File: config.mk
export PLATFORM = sky130hd
export DESIGN_NAME = pwm_update_scheduler
export DESIGN_NICKNAME = d
export VERILOG_FILES = /design/src/rtl/pwm_update_scheduler.sv
export SDC_FILE = /design/constraint.sdc
export NUM_CORES = 1
export LEC_CHECK = 0
export BUFFER_PORTS_ARGS = -buffer_cell sky130_fd_sc_hd__buf_4
export CORE_ASPECT_RATIO = 0.9
export CORE_UTILIZATION = 52
export DETAILED_ROUTE_END_ITERATION = 8
export PLACE_DENSITY = 0.79
export SYNTH_ARGS = -nofsm -noshare
export SYNTH_HDL_FRONTEND = slang
export SYNTH_SLANG_ARGS = --single-unit
File: constraint.sdc
create_clock -name clk -period 2.14 [get_ports clk]
set_input_delay 0.321 -clock clk [delete_from_list [all_inputs] [get_ports clk]]
set_output_delay 0.321 -clock clk [all_outputs]
set_load 0.01 [all_outputs]
File: src/rtl/pwm_update_scheduler.sv
// pwm_update_scheduler: 16-channel PWM/static output stage with period-aligned
// configuration updates. Duty and PWM-select masks are shadowed and only take
// effect at a period boundary. Enable masks act on the next clock edge.
// Optional feature macro: PWM_FORCE_UPDATE_EN adds a force_update input that
// restarts the period and loads the shadow registers immediately.
module pwm_update_scheduler #(
    parameter int CLK_DIV      = 4,
    parameter int PERIOD_STEPS = 255
) (
    input  logic        clk,
    input  logic        rst_n,
    input  logic [7:0]  en_reg_out_7_0,
    input  logic [7:0]  en_reg_out_15_8,
    input  logic [7:0]  en_reg_pwm_7_0,
    input  logic [7:0]  en_reg_pwm_15_8,
    input  logic [7:0]  pwm_duty_cycle,
`ifdef PWM_FORCE_UPDATE_EN
    input  logic        force_update,
`endif
    input  logic        cfg_valid,
    output logic [15:0] out,
    output logic        period_start,
    output logic        update_pending
);

    localparam int PW = (CLK_DIV > 1) ? $clog2(CLK_DIV) : 1;
    localparam logic [PW-1:0] PRE_MAX = PW'(CLK_DIV - 1);
    localparam logic [7:0]    CNT_MAX = 8'(PERIOD_STEPS - 1);

    logic [PW-1:0] presc_q, presc_d;
    logic [7:0]    cnt_q, cnt_d;
    logic [15:0]   spwm_q, spwm_d;
    logic [7:0]    sduty_q, sduty_d;
    logic          pend_q, pend_d;
    logic          ps_q, ps_d;
    logic [15:0]   out_q, out_d;

    logic        tick, wrap, load, pwm_lvl;
    logic [15:0] en_out;
    logic        frc;

`ifdef PWM_FORCE_UPDATE_EN
    assign frc = force_update;
`else
    assign frc = 1'b0;
`endif

    assign en_out = {en_reg_out_15_8, en_reg_out_7_0};

    // Next-state: prescaler/counter timing, boundary shadow load, output levels
    always_comb begin
        presc_d = presc_q;
        cnt_d   = cnt_q;
        spwm_d  = spwm_q;
        sduty_d = sduty_q;
        pend_d  = pend_q;
        ps_d    = 1'b0;

        tick = (presc_q == PRE_MAX);
        wrap = tick && (cnt_q == CNT_MAX);
        // A cfg_valid coinciding with the wrap is served by this boundary directly.
        load = wrap && (pend_q || cfg_valid);

        // Compare uses the shadow duty so a pulse never changes width mid-period.
        pwm_lvl = (sduty_q == 8'hFF) || (cnt_q < sduty_q);
        out_d   = en_out & (~spwm_q | {16{pwm_lvl}});

        if (frc) begin
            // Forced restart wins over any coincident wrap or cfg_valid.
            presc_d = '0;
            cnt_d   = '0;
            spwm_d  = {en_reg_pwm_15_8, en_reg_pwm_7_0};
            sduty_d = pwm_duty_cycle;
            pend_d  = 1'b0;
            ps_d    = 1'b1;
        end else begin
            presc_d = tick ? '0 : presc_q + 1'b1;
            if (tick) cnt_d = wrap ? 8'd0 : cnt_q + 8'd1;
            ps_d = wrap;
            if (load) begin
                spwm_d  = {en_reg_pwm_15_8, en_reg_pwm_7_0};
                sduty_d = pwm_duty_cycle;
                pend_d  = 1'b0;
            end else if (cfg_valid) begin
                pend_d = 1'b1;
            end
        end
    end

    // State register with asynchronous active-low reset
    always_ff @(posedge clk or negedge rst_n) begin
        if (!rst_n) begin
            presc_q <= '0;
            cnt_q   <= '0;
            spwm_q  <= '0;
            sduty_q <= '0;
            pend_q  <= 1'b0;
            ps_q    <= 1'b0;
            out_q   <= '0;
        end else begin
            presc_q <= presc_d;
            cnt_q   <= cnt_d;
            spwm_q  <= spwm_d;
            sduty_q <= sduty_d;
            pend_q  <= pend_d;
            ps_q    <= ps_d;
            out_q   <= out_d;
        end
    end

    assign out            = out_q;
    assign period_start   = ps_q;
    assign update_pending = pend_q;

endmodule
* Word level (Yosys, flattened, before mapping) *
Index checks and enable logic that the tools add are counted.
W data, S select, Z words.

storage, ports and cells
  register bits after elaboration = 52
  logic and storage cells = 25
  output and inout bits = 18
  bits of input ports = 43

operators by class
  reductions and logical operators = 5
  $lt $le $gt $ge = 1
  equal/unequal tests = 3
  bitwise logic cells = 3
  multiplexer cells = 4
  add/subtract/negate cells = 2

operators with widths
  kind                   number
  $and A16 B16 Y16       1
  $eq A8 B8 Y1 const B   2
  $not A16 Y16           1
  $or A16 B16 Y16        1
  $add A8 B1 Y8 const B  1
  $lt A8 B8 Y1           1
  $mux W8                1
  $add A2 B1 Y2 const B  1
  $eq A2 B2 Y1 const B   1
  $logic_and A1 B1 Y1    2
  $logic_or A1 B1 Y1     2
  $mux W1                2
  $mux W2                1
  $reduce_bool A2 Y1     1

* Depth between registers and ports, before layout *
  depth in word-level cells = 4
  mapped depth = 9
  gate-level depth less buffers = 6

* Worst setup path after synthesis *
OpenSTA, ideal clock, no wires.

  path kind = register to register
  start = register presc_q[0]
  end = register sduty_q[0]
  setup slack = 244 ps
  data arrival time = 1771 ps
  buffers on the path = 4
  cell stages (with the launch flop) = 10
  cells stage by stage = dfrtp_1 > ha_1 > buf_6 > and4_4 > nor2b_4 > buf_6 > nor2b_4 > buf_6 > buf_12 > mux2_4

on the way
  word-level cells in the longest chain between the ends = 3

ends and longest elaborated chain
  what                    RTL line  RTL
  start, declared         30        logic [PW-1:0] presc_q, presc_d;
  start signal, assigned  101       presc_q <= presc_d;
  $eq A2 B2 Y1            59        tick = (presc_q == PRE_MAX);
  $logic_and A1 B1 Y1     60        wrap = tick && (cnt_q == CNT_MAX);
  via ps_d                35        logic ps_q, ps_d;
  $logic_and A1 B1 Y1     62        load = wrap && (pend_q || cfg_valid);
  end signal, assigned    104       sduty_q <= sduty_d;
  end, declared           33        logic [7:0] sduty_q, sduty_d;

The timed path passes the listed nets, and every way through them passes these cells.
A chain may end at the register's enable or synchronous reset.

* Worst setup path in the final report *
  start = register cnt_q[0]
  end = register spwm_q[4]

on the way
  word-level cells in the longest chain between the ends = 3

ends and longest elaborated chain
  what                    RTL line  RTL
  start, declared         31        logic [7:0] cnt_q, cnt_d;
  start signal, assigned  102       cnt_q <= cnt_d;
  $eq A8 B8 Y1            60
  $logic_and A1 B1 Y1     60
  $logic_and A1 B1 Y1     62
  end signal, assigned    103       spwm_q <= spwm_d;
  end, declared           32        logic [15:0] spwm_q, spwm_d;

No other way between the ends.

==> impl_results.html <==
<table>
<tr><th>Metric</th><th>Value</th></tr>
<tr><th colspan="2">Status</th></tr>
<tr><td>Run status</td><td>completed</td></tr>
<tr><th colspan="2">Placed design</th></tr>
<tr><td>Weighted congestion reported at the end of routability-driven placement</td><td>0.766</td></tr>
<tr><td>HPWL after detailed placement</td><td>3.01 mm</td></tr>
<tr><td>DP Cell Count</td><td>281</td></tr>
<tr><td>Count of buffers from port buffering</td><td>60</td></tr>
<tr><td>Placed Instance Area</td><td>0.00282 mm²</td></tr>
<tr><td>Pre-CTS setup slack</td><td>0.252 ns</td></tr>
<tr><th colspan="2">Clock tree</th></tr>
<tr><td>Clock-pin slew of the registers on the worst-case setup and hold paths</td><td>0.09 ns</td></tr>
<tr><td>Buffer count from post-CTS setup fixing</td><td>0</td></tr>
<tr><td>Sink count of the clock tree</td><td>52</td></tr>
<tr><td>Clk root buf</td><td>clkbuf_8</td></tr>
<tr><td>Deepest clock path buffer count</td><td>2</td></tr>
<tr><td>Clock latency on the worst-skew pair</td><td>0.30 ns</td></tr>
<tr><td>Maximum level of the CTS H-tree</td><td>2</td></tr>
<tr><td>Post-CTS Hold Fix Bufs</td><td>0</td></tr>
<tr><td>Number of instances resized during post-cts repair</td><td>0</td></tr>
<tr><td>Clock buffers created by TritonCTS</td><td>5</td></tr>
<tr><td>TritonCTS clock tree</td><td>built</td></tr>
<tr><th colspan="2">Timing</th></tr>
<tr><td>RSZ-0062 raised after global routing</td><td>false</td></tr>
<tr><td>Final-layout setup total negative slack</td><td>0 ns</td></tr>
<tr><td>Clock period minus final worst setup slack</td><td>1.89 ns</td></tr>
<tr><td>Count of pins over their slew limit</td><td>0</td></tr>
<tr><td>Setup ws final</td><td>0.252 ns</td></tr>
<tr><td>Achievable Freq</td><td>530 MHz</td></tr>
<tr><td>Final worst-path cycle share</td><td>0.882</td></tr>
<tr><td>Relative slew margins</td><td>0.581</td></tr>
<tr><td>Actual transition at the worst max-transition pin</td><td>0.629 ns</td></tr>
<tr><td>Hold Fails Final Rpt</td><td>0</td></tr>
<tr><td>Worst clock skew on the final layout</td><td>0.00694 ns</td></tr>
<tr><td>Final setup fails</td><td>0</td></tr>
<tr><th colspan="2">Cells and area</th></tr>
<tr><td>Layout overhead on the synthesized area</td><td>24.9%</td></tr>
<tr><td>Number of diodes</td><td>0</td></tr>
<tr><td>Share of final-layout standard cells stronger than drive strength 1</td><td>0.454</td></tr>
<tr><td>Layout filler cell count</td><td>327</td></tr>
<tr><td>Core Util, Final</td><td>0.695</td></tr>
<tr><td>Most frequent standard cell in the layout excluding fill and tap cells</td><td>buf_4</td></tr>
<tr><td>Post-route cell area</td><td>0.00291 mm²</td></tr>
<tr><td>Highest-count cells in the layout ignoring fill and taps</td><td>buf_4, dfrtp_1, mux2_4</td></tr>
<tr><td>Filler-free cell count of the finished design</td><td>289</td></tr>
<tr><td>Layout Nets</td><td>281</td></tr>
<tr><th colspan="2">Worst setup path</th></tr>
<tr><td>Startpoint kind of the worst setup timing path</td><td>flip-flop</td></tr>
<tr><td>CP Capture Type</td><td>flip-flop</td></tr>
<tr><td>Cell with the biggest individual delay on the critical path</td><td>dfrtp_1</td></tr>
<tr><td>Critical path cell sequence</td><td>inv_1 &gt; ha_1 &gt; and4_4 &gt; nor2b_4 &gt; nor2b_4 &gt; buf_4 &gt; mux2_2</td></tr>
<tr><td>Worst reg2reg startpoint</td><td>cnt_q[0]</td></tr>
<tr><td>Critical Path Most Common Cell</td><td>nor2b_4</td></tr>
<tr><td>Worst EP required</td><td>2.33 ns</td></tr>
<tr><td>Reg2Reg Depth</td><td>7</td></tr>
<tr><td>Startpoint of the most critical setup path</td><td>cnt_q[0]</td></tr>
<tr><td>Largest stage delay on the critical path</td><td>0.41 ns</td></tr>
<tr><td>Arrival time reported for the critical path endpoint</td><td>2.07 ns</td></tr>
<tr><td>Worst-path fanout max</td><td>14</td></tr>
<tr><td>Type of the worst setup path</td><td>flip-flop to flip-flop</td></tr>
<tr><th colspan="2">Die</th></tr>
<tr><td>Core area</td><td>0.00418 mm²</td></tr>
<tr><td>Effective utilization at floorplan</td><td>0.557</td></tr>
<tr><td>Height of the die</td><td>65.5 µm</td></tr>
<tr><td>Horizontal extent of the die</td><td>72.6 µm</td></tr>
<tr><td>Num rows</td><td>22</td></tr>
<tr><td>Total I/O pin count</td><td>61</td></tr>
<tr><td>Die Area</td><td>0.00475 mm²</td></tr>
<tr><th colspan="2">Job</th></tr>
<tr><td>Number of maximum-capacitance constraint violations</td><td>0</td></tr>
<tr><th colspan="2">Logic synthesis</th></tr>
<tr><td>Yosys cell types</td><td>32</td></tr>
<tr><td>Sequential element share of the synthesized area</td><td>0.559</td></tr>
<tr><td>Post-Synthesis Cells</td><td>162</td></tr>
<tr><td>Count of flip-flops with a built-in enable after synthesis</td><td>0</td></tr>
<tr><td>Area of the mapped netlist</td><td>0.00233 mm²</td></tr>
<tr><td>Top_reg_cell synth</td><td>dfrtp_1</td></tr>
<tr><td>Synthesized area per cell</td><td>14.4 µm²</td></tr>
<tr><td>Count of synthesis-stage warnings from yosys</td><td>0</td></tr>
<tr><td>Synth Net Count</td><td>215</td></tr>
<tr><td>Fraction of registers with async set/reset</td><td>1.00</td></tr>
<tr><td>Yosys reg bits</td><td>52</td></tr>
<tr><th colspan="2">Global routing</th></tr>
<tr><td>Global router's overall resource usage</td><td>0.200</td></tr>
<tr><td>Global route total overflow</td><td>0</td></tr>
<tr><td>Largest net degree at the start of global routing</td><td>53</td></tr>
<tr><td>Antenna violations before repair</td><td>0</td></tr>
<tr><td>Vias in the first global route</td><td>1,463</td></tr>
<tr><td>Global-route wire length before repair</td><td>6.97 mm</td></tr>
<tr><th colspan="2">Power</th></tr>
<tr><td>Areal power density over the cells</td><td>581 mW/mm²</td></tr>
<tr><td>Sequential group share of total power</td><td>0.593</td></tr>
<tr><td>Switching component of the power</td><td>0.356 mW</td></tr>
<tr><td>Highest ir drop seen on vdd</td><td>0.425 mV</td></tr>
<tr><td>Share of power burned in combinational logic</td><td>0.071</td></tr>
<tr><td>Fraction of power spent switching nets</td><td>0.210</td></tr>
<tr><td>Leak Pwr</td><td>1.39 nW</td></tr>
<tr><td>Internal Dissipation</td><td>1.33 mW</td></tr>
<tr><td>Clock group share of total power</td><td>0.336</td></tr>
<tr><th colspan="2">Drt</th></tr>
<tr><td>Detail Route met3 WL</td><td>186 µm</td></tr>
<tr><td>Detail-routed via count per cell</td><td>4.97</td></tr>
<tr><td>Drt first-iter violations</td><td>34</td></tr>
<tr><td>Wire length on met2</td><td>2.00 mm</td></tr>
<tr><td>Wire length per cell</td><td>14.4 µm</td></tr>
<tr><td>Uppermost layer routed</td><td>met4</td></tr>
<tr><td>Residual DRC count</td><td>0</td></tr>
<tr><td>Total Wirelength</td><td>4.17 mm</td></tr>
<tr><td>Via Count</td><td>1,436</td></tr>
<tr><td>ANT nets after route</td><td>0</td></tr>
<tr><td>Detailed-routing wirelength on met1</td><td>1.94 mm</td></tr>
<tr><td>Number of detailed-route iterations in the first pass</td><td>4</td></tr>
<tr><th colspan="2">Hold path</th></tr>
<tr><td>Class of the tightest hold or removal check</td><td>input port to asynchronous set/reset pin</td></tr>
</table>
[power groups by stage]
| stage | combinational [mW] | sequential [mW] | clock (mW) |
|---|---|---|---|
| 2_1_floorplan | 0.0107 | 1.03 | 0 |
| 3_3_place_gp | 0.121 | 1.02 | 0 |
| 3_5_place_dp | 0.122 | 1.02 | 0 |
| 4_1_cts | 0.123 | 1.00 | 0.586 |
| 5_1_grt | 0.131 | 1.00 | 0.629 |
| 6_report | 0.120 | 1.00 | 0.568 |
[sequential cells by signal, summed over array words and instances (netlist names)]
| signal | flops |
|---|---|
| out | 16 |
| period_start | 1 |
| spwm_q | 16 |
| update_pending | 1 |
| presc_q | 2 |
| sduty_q | 8 |
| cnt_q | 8 |
[worst paths after layout]
kind,to,slack [ns]
setup / recovery,spwm_q[4],0.25
hold / removal,cnt_q[3],0.03
setup reg to reg,spwm_q[4],0.25
hold reg to reg,presc_q[0],0.44
max in group asynchronous,out[11],1.69
min in group clk,sduty_q[1],0.24
[cell usage after synthesis (all sizes together) (2+ instances only)]
library cell | number | area share
nand3 | 3 | 0.0064
a21oi | 2 | 0.0043
and4 | 2 | 0.0086
buf | 5 | 0.032
nor2 | 9 | 0.014
a21o | 2 | 0.0064
dfrtp | 52 | 0.56
nand4 | 5 | 0.020
nand2 | 3 | 0.0048
xor2 | 3 | 0.011
nor2b | 2 | 0.012
o21ai | 3 | 0.0064
o31ai | 2 | 0.0064
mux2 | 25 | 0.15
ha | 10 | 0.054
inv | 8 | 0.013
a21boi | 16 | 0.052
[metal layers]
metal,global-route usage,vias up
met4,0.0588,0
met2,0.310,37
met3,0.0690,5
met5,0,-
met1,0.268,693
li1,-,701
[worst max-delay path, delay by kind of cell, from the launching register on]
family / cells / cell delay, ns
mux: 1 / 0.37
buf+inv: 2 / 0.35
flops: 1 / 0.41
simple gates: 3 / 0.48
fa+ha+maj: 1 / 0.17
[area by class of cell]
type                            count  area, µm²  area share
Sequential cell                    52       1300       0.447
Clock buffer                        7       86.3      0.0297
Timing Repair Buffer               65        488       0.168
Inverter                            8       30.0      0.0103
Multi-Input combinational cell     96        921       0.317
Clock inverter                      1       7.51     0.00258
Tap cell                           60       75.1      0.0258
[per-stage QoR]
step / total power [mW] / hold slack [ns]
after global routing: 1.76 / 0.0708
after detailed placement: 1.14 / 0.380
after floorplan: 1.04 / 0.0254
after global placement: 1.14 / 0.387
after CTS: 1.71 / 0.0452
final: 1.69 / 0.0325
[cell families after synthesis]
family | after synthesis | share of synthesized area
flops | 52 | 0.559
compound gates | 29 | 0.0940
simple gates | 28 | 0.0789
mux | 26 | 0.157
buf+inv | 14 | 0.0462
fa+ha+maj | 10 | 0.0537
xor+xnor | 3 | 0.0113
Note: power is estimated with default switching activity, not from simulation.
